## config.mk

```make
export PLATFORM = sky130hd
export DESIGN_NAME = ravens_pkt_tx_flat
export DESIGN_NICKNAME = d
export VERILOG_FILES = /design/src/rtl/ravens_pkt_tx_if.sv /design/src/rtl/ravens_pkt_tx.sv /design/src/flat_wrapper.sv
export SDC_FILE = /design/constraint.sdc
export NUM_CORES = 1
export LEC_CHECK = 0
export ABC_AREA = 0
export CAP_MARGIN = 15
export CELL_PAD_IN_SITES_DETAIL_PLACEMENT = 0
export CELL_PAD_IN_SITES_GLOBAL_PLACEMENT = 1
export CORE_AREA = 4 4 171 173
export CTS_CLUSTER_SIZE = 10
export DETAILED_ROUTE_END_ITERATION = 7
export DIE_AREA = 0 0 175 177
export PLACE_DENSITY_LB_ADDON = 0.1
export SKIP_CTS_REPAIR_TIMING = 1
export SYNTH_ARGS = -nofsm -noshare
export SYNTH_HDL_FRONTEND = slang
export SYNTH_SLANG_ARGS = --single-unit
```

## constraint.sdc

```tcl
create_clock -name clk -period 5.9 [get_ports clk]
set_clock_uncertainty 0.2 [all_clocks]
set_input_delay 1.475 -clock clk [delete_from_list [all_inputs] [get_ports clk]]
set_output_delay 1.475 -clock clk [all_outputs]
set_load 0.005 [all_outputs]
```

## src/rtl/ravens_pkt_tx_if.sv

```systemverilog
// Packet-in / byte-out bundle between the RAVENS event stage, the packet
// transmitter and the processor link, plus the transmitter's status outputs.
interface ravens_pkt_tx_if #(
    parameter int unsigned PKT_BITS      = 32,
    parameter int unsigned FIFO_DEPTH    = 8,
    parameter int unsigned DROP_CNT_BITS = 16
);
    localparam int unsigned CNT_W = $clog2(FIFO_DEPTH) + 1;

    logic [PKT_BITS-1:0]      pkt_in;
    logic                     pkt_valid;
    logic [7:0]               tx_data;
    logic                     tx_valid;
    logic                     tx_ready;
    logic                     tx_last;
    logic [CNT_W-1:0]         fifo_count;
    logic                     full;
    logic [DROP_CNT_BITS-1:0] drop_cnt;

    modport master (
        output pkt_in, pkt_valid, tx_ready,
        input  tx_data, tx_valid, tx_last, fifo_count, full, drop_cnt
    );

    modport slave (
        input  pkt_in, pkt_valid, tx_ready,
        output tx_data, tx_valid, tx_last, fifo_count, full, drop_cnt
    );
endinterface

```

## src/rtl/ravens_pkt_tx.sv

```systemverilog
// Buffers RAVENS event packets in a small FIFO and serializes them MSB-byte-first
// onto a valid/ready byte link, counting packets dropped on overflow.
module ravens_pkt_tx #(
    parameter int unsigned PKT_BITS      = 32,
    parameter int unsigned FIFO_DEPTH    = 8,
    parameter int unsigned DROP_CNT_BITS = 16
) (
    input  logic           clk,
    input  logic           rst,
    ravens_pkt_tx_if.slave bus
);
    localparam int unsigned NBYTES = PKT_BITS / 8;
    localparam int unsigned AW     = $clog2(FIFO_DEPTH);
    localparam int unsigned CW     = AW + 1;
    localparam int unsigned IW     = (NBYTES > 1) ? $clog2(NBYTES) : 1;

    typedef enum logic {IDLE, SEND} state_e;

    state_e                   state_q, state_d;
    logic [PKT_BITS-1:0]      mem [FIFO_DEPTH];
    logic [AW-1:0]            wr_ptr_q, rd_ptr_q;
    logic [CW-1:0]            count_q, count_d;
    logic                     full_q, full_d;
    logic [DROP_CNT_BITS-1:0] drop_q, drop_d;
    logic [PKT_BITS-1:0]      shift_q, shift_d;
    logic [IW-1:0]            idx_q, idx_d;
    logic                     valid_q, valid_d;
    logic                     last_q, last_d;
    logic                     push, pop, hs;

    // Writes are judged against the registered full flag, so a pop in the same cycle cannot rescue them.
    assign push = bus.pkt_valid && !full_q;
    assign hs   = (state_q == SEND) && bus.tx_ready;

    always_ff @(posedge clk) begin
        if (rst) state_q <= IDLE;
        else     state_q <= state_d;
    end

    // A pop on the last handshake keeps SEND and streams the next packet without a bubble.
    always_comb begin
        state_d = state_q;
        pop     = 1'b0;
        unique case (state_q)
            IDLE: begin
                if (count_q != '0) begin
                    pop     = 1'b1;
                    state_d = SEND;
                end
            end
            SEND: begin
                if (hs && last_q) begin
                    if (count_q != '0) pop = 1'b1;
                    else               state_d = IDLE;
                end
            end
            default: state_d = IDLE;
        endcase
    end

    always_comb begin
        shift_d = shift_q;
        idx_d   = idx_q;
        if (pop) begin
            shift_d = mem[rd_ptr_q];
            idx_d   = '0;
        end else if (hs) begin
            shift_d = shift_q << 8;
            idx_d   = idx_q + IW'(1);
        end
        valid_d = (state_d == SEND);
        last_d  = (state_d == SEND) && (idx_d == IW'(NBYTES - 1));
    end

    always_comb begin
        count_d = count_q + CW'(push) - CW'(pop);
        full_d  = (count_d == CW'(FIFO_DEPTH));
        drop_d  = drop_q;
        if (bus.pkt_valid && full_q && (drop_q != '1)) drop_d = drop_q + DROP_CNT_BITS'(1);
    end

    always_ff @(posedge clk) begin
        if (!rst && push) mem[wr_ptr_q] <= bus.pkt_in;
    end

    always_ff @(posedge clk) begin
        if (rst) begin
            wr_ptr_q <= '0;
            rd_ptr_q <= '0;
            count_q  <= '0;
            full_q   <= 1'b0;
            drop_q   <= '0;
            shift_q  <= '0;
            idx_q    <= '0;
            valid_q  <= 1'b0;
            last_q   <= 1'b0;
        end else begin
            if (push) wr_ptr_q <= wr_ptr_q + AW'(1);
            if (pop)  rd_ptr_q <= rd_ptr_q + AW'(1);
            count_q <= count_d;
            full_q  <= full_d;
            drop_q  <= drop_d;
            shift_q <= shift_d;
            idx_q   <= idx_d;
            valid_q <= valid_d;
            last_q  <= last_d;
        end
    end

    assign bus.tx_data    = shift_q[PKT_BITS-1 -: 8];
    assign bus.tx_valid   = valid_q;
    assign bus.tx_last    = last_q;
    assign bus.fifo_count = count_q;
    assign bus.full       = full_q;
    assign bus.drop_cnt   = drop_q;
endmodule

```

## src/flat_wrapper.sv

```systemverilog
// flat-port wrapper written by rule: the top's interface ports become plain ports
module ravens_pkt_tx_flat 
#(
    parameter int unsigned PKT_BITS      = 32,
    parameter int unsigned FIFO_DEPTH    = 8,
    parameter int unsigned DROP_CNT_BITS = 16
)
  (clk, rst, bus_pkt_in, bus_pkt_valid, bus_tx_ready, bus_tx_data, bus_tx_valid, bus_tx_last, bus_fifo_count, bus_full, bus_drop_cnt);
  ravens_pkt_tx_if #(.PKT_BITS(PKT_BITS), .FIFO_DEPTH(FIFO_DEPTH), .DROP_CNT_BITS(DROP_CNT_BITS)) bus_i ();
  input  logic clk;
  input  logic rst;
  input wire logic [$bits(bus_i.pkt_in)-1:0] bus_pkt_in;
  input wire logic [$bits(bus_i.pkt_valid)-1:0] bus_pkt_valid;
  input wire logic [$bits(bus_i.tx_ready)-1:0] bus_tx_ready;
  output wire logic [$bits(bus_i.tx_data)-1:0] bus_tx_data;
  output wire logic [$bits(bus_i.tx_valid)-1:0] bus_tx_valid;
  output wire logic [$bits(bus_i.tx_last)-1:0] bus_tx_last;
  output wire logic [$bits(bus_i.fifo_count)-1:0] bus_fifo_count;
  output wire logic [$bits(bus_i.full)-1:0] bus_full;
  output wire logic [$bits(bus_i.drop_cnt)-1:0] bus_drop_cnt;
  assign bus_i.pkt_in = bus_pkt_in;
  assign bus_i.pkt_valid = bus_pkt_valid;
  assign bus_i.tx_ready = bus_tx_ready;
  assign bus_tx_data = bus_i.tx_data;
  assign bus_tx_valid = bus_i.tx_valid;
  assign bus_tx_last = bus_i.tx_last;
  assign bus_fifo_count = bus_i.fifo_count;
  assign bus_full = bus_i.full;
  assign bus_drop_cnt = bus_i.drop_cnt;
  ravens_pkt_tx #(.PKT_BITS(PKT_BITS), .FIFO_DEPTH(FIFO_DEPTH), .DROP_CNT_BITS(DROP_CNT_BITS)) u_core (.clk(clk), .rst(rst), .bus(bus_i));
endmodule
```

==> impl_metrics.tcl <==
set metrics [dict create \
    synth_seq_cells 322 \
    grt_max_degree 57 \
    cp_top_family "simple AND/OR/NAND/NOR gates" \
    syn_to_final_growth_pct 16.89 \
    finalHoldViolations 0 \
    core_area_um2 27630 \
    initial_core_util 0.4553 \
    tightest_slew_ns 1.047 \
    die_w_um 175 \
    ioPinCount 67 \
    grt_overflow 0 \
    setup_viol 0 \
    synthFlopType "edfxtp_1" \
    root_buffer "clkbuf_16" \
    ys_warn_count 0 \
    nets 834 \
    antenna_found_initial 0 \
    syn_inst 720 \
    first_pass_iters 5 \
    seqCellArea_um2 9015 \
    grt_pass1_vias 6830 \
    cp.arrival_ns 3.64 \
    fp-row-count 61 \
    drv_slew 0 \
    start_kind "input pin" \
    drive_above_1_share 0.1714 \
    synthTopCellsByCount "edfxtp_1 (256), dfxtp_1 (66), mux4_2 (64), nand2_1 (60), nor2b_1 (30)" \
    totalWireLength_um 25420 \
    ys_seq_area_frac 0.7161 \
    crit_required_ns 5.84 \
    p_leak_uw 0.004571 \
    endpoint "u_core.mem[2][23]" \
    synth_top_area_cell "edfxtp_1" \
    synth-async-reset-ratio 0 \
    cap_violations 0 \
    reg2reg_depth 5 \
    yosysMostFrequentCell "edfxtp_1" \
    final_util 0.5322 \
    cts_buffers 38 \
    clk_latency_ns 0.50 \
    dp_hpwl_um 14520 \
    cp_slowest_cell "nor2b_1" \
    syn_area_um2 12580 \
    cp_slowest_stage_delay_ns 0.60 \
    r2r_slack_ns 2.96 \
    place_ws_ns 1.684 \
    multi_input_area_um2 3313 \
    num_vias 6521 \
    path_buf_inv 2 \
    fin_ws_ns 2.205 \
    finalSetupTns_ns 0 \
    syn_area_per_cell_um2 17.47 \
    place.gp.congestion 0.7589 \
    irDropWorstVdd_mv 0.2547 \
    rsz0062_at_grt "no" \
    grt_pass1_wl_um 39830 \
    path_depth 5 \
    crit_chain "clkdlybuf4s50_1, nor2b_1, nand2b_1, nor4b_4, buf_4" \
    grtUsageTotal 0.1664 \
    vias_per_cell 5.457 \
    htreeDepth 2 \
    design.die.area_um2 30980 \
    drt_iter0_drc 493 \
    drc 0 \
    crit_path_end_kind "register" \
    antenna_left 0 \
    diodes 0 \
    synth_top_area_frac 0.6110 \
    startpoint "bus_pkt_valid" \
    synth_edf_count 256 \
    wl_per_cell_um 21.27 \
    timing.final.crit_share 0.6263 \
    path_class "input pin to register" \
    slew_headroom 0.2961 \
    status "finished, final reports clean" \
    clockBufferDepth 3 \
    holdWs_ns 0.2722 \
    die_y_um 177 \
    synth_area_leaders "edfxtp_1 (61%), mux4_2 (11%), dfxtp_1 (11%)" \
    min_path_type "register to register" \
    crit_fanout 32 \
    r2r-end "u_core.shift_q[28]" \
    powerDensity_nw_per_um2 417.6 \
    syn-num-nets 765 \
    max_freq_ghz 0.2706 \
    numPortBuffers 66 \
    synth.distinct_cells 48 \
    fillers 2273 \
    tritoncts "yes" \
    min_period_ns 3.695 \
    clkTransAtPathRegs_ns 0.05 \
    cts_sinks 322 \
]
power breakdown:
| part | switching, uW | internal, uW |
|---|---|---|
| logic | 594 | 620 |
| clock network | 830 | 1230 |
| registers | 195 | 2670 |
| total | 1620 | 4520 |
kinds of logic (layout without fill, tap and decap cells):
group | count (synthesis) | after routing | share of synthesized area
flip-flops | 322 | 322 | 0.7161
AND/OR/NAND/NOR | 158 | 158 | 0.06703
AO/OA/AOI/OAI | 84 | 84 | 0.05082
multiplexers | 77 | 77 | 0.1252
buffers and inverters | 62 | 159 | 0.02576
adder cells (fa/ha/maj) | 9 | 9 | 0.009548
XOR/XNOR | 8 | 8 | 0.005570
layer usage:
| layer | part of all wire | track usage | vias to the layer above |
|---|---|---|---|
| met2 | 0.49 | 0.2763 | 130 |
| met5 | 0 | 0 | - |
| met3 | 0.039 | 0.02521 | 39 |
| li1 | - | - | 3016 |
| met4 | 0.020 | 0.04386 | 0 |
| met1 | 0.46 | 0.2337 | 3336 |
registers in the layout, indices dropped and copies added, names as in the netlist, named ones only:
register / count
u_core.shift_q: 32
u_core.bus.full: 1
u_core.idx_q: 2
u_core.bus.drop_cnt: 16
u_core.bus.tx_valid: 1
u_core.mem: 256
u_core.bus.fifo_count: 4
u_core.bus.tx_last: 1
u_core.rd_ptr_q: 3
u_core.wr_ptr_q: 3
layout by cell type (no fill, tap or decap), types with 3 or more instances in the layout:
cell type / netlist / layout
a311oi_1: 24 / 24
ha_1: 8 / 8
nand2b_1: 4 / 4
mux4_2: 64 / 64
mux2_1: 3 / 3
xor2_1: 3 / 3
nand2_1: 60 / 59
nor3_2: 1 / 3
and3_1: 3 / 3
nand3_1: 6 / 6
nand4_1: 4 / 4
xnor2_1: 5 / 5
a211oi_1: 24 / 24
inv_1: 8 / 8
clkdlybuf4s50_1: 0 / 65
nor2b_1: 30 / 30
nor3_1: 8 / 6
o2bb2ai_1: 8 / 8
or4_1: 9 / 9
edfxtp_1: 256 / 256
dfxtp_1: 66 / 63
o31ai_1: 9 / 9
clkbuf_1: 21 / 27
nor2_1: 14 / 14
mux2i_1: 10 / 10
a21oi_1: 13 / 13
buf_4: 12 / 16
clkbuf_16: 0 / 39
nor4_2: 1 / 3
how the worst min path moves through the flow:
stage | from | end | cells after the start
after CTS | u_core.shift_q[4] | u_core.shift_q[4] | 1
final | u_core.shift_q[6] | u_core.shift_q[6] | 1
after floorplan | u_core.shift_q[0] | u_core.shift_q[0] | 1
after global routing | u_core.shift_q[4] | u_core.shift_q[4] | 1
after global placement | u_core.shift_q[4] | u_core.shift_q[4] | 1
after detailed placement | u_core.shift_q[4] | u_core.shift_q[4] | 1
final cells by class:
type                    count  area share
flip-flops and latches    322      0.6130
multi-input cells         336      0.2253
clock buffers              66     0.07326
repair buffers             82     0.05275
well taps                 378     0.03216
inverters                   9    0.002297
clock inverters             2    0.001191
stage by stage:
| stage | power, uW | instances | area [um^2] |
|---|---|---|---|
| 2_1_floorplan | 3773 | 720 | 12590 |
| 3_3_place_gp | 4128 | 1127 | 13610 |
| 3_5_place_dp | 4146 | 1127 | 13610 |
| 4_1_cts | 6236 | 1195 | 14710 |
| 5_1_grt | 6470 | 1195 | 14710 |
| 6_report | 6142 | 1195 | 14710 |
(Power assumes the default switching activity.)
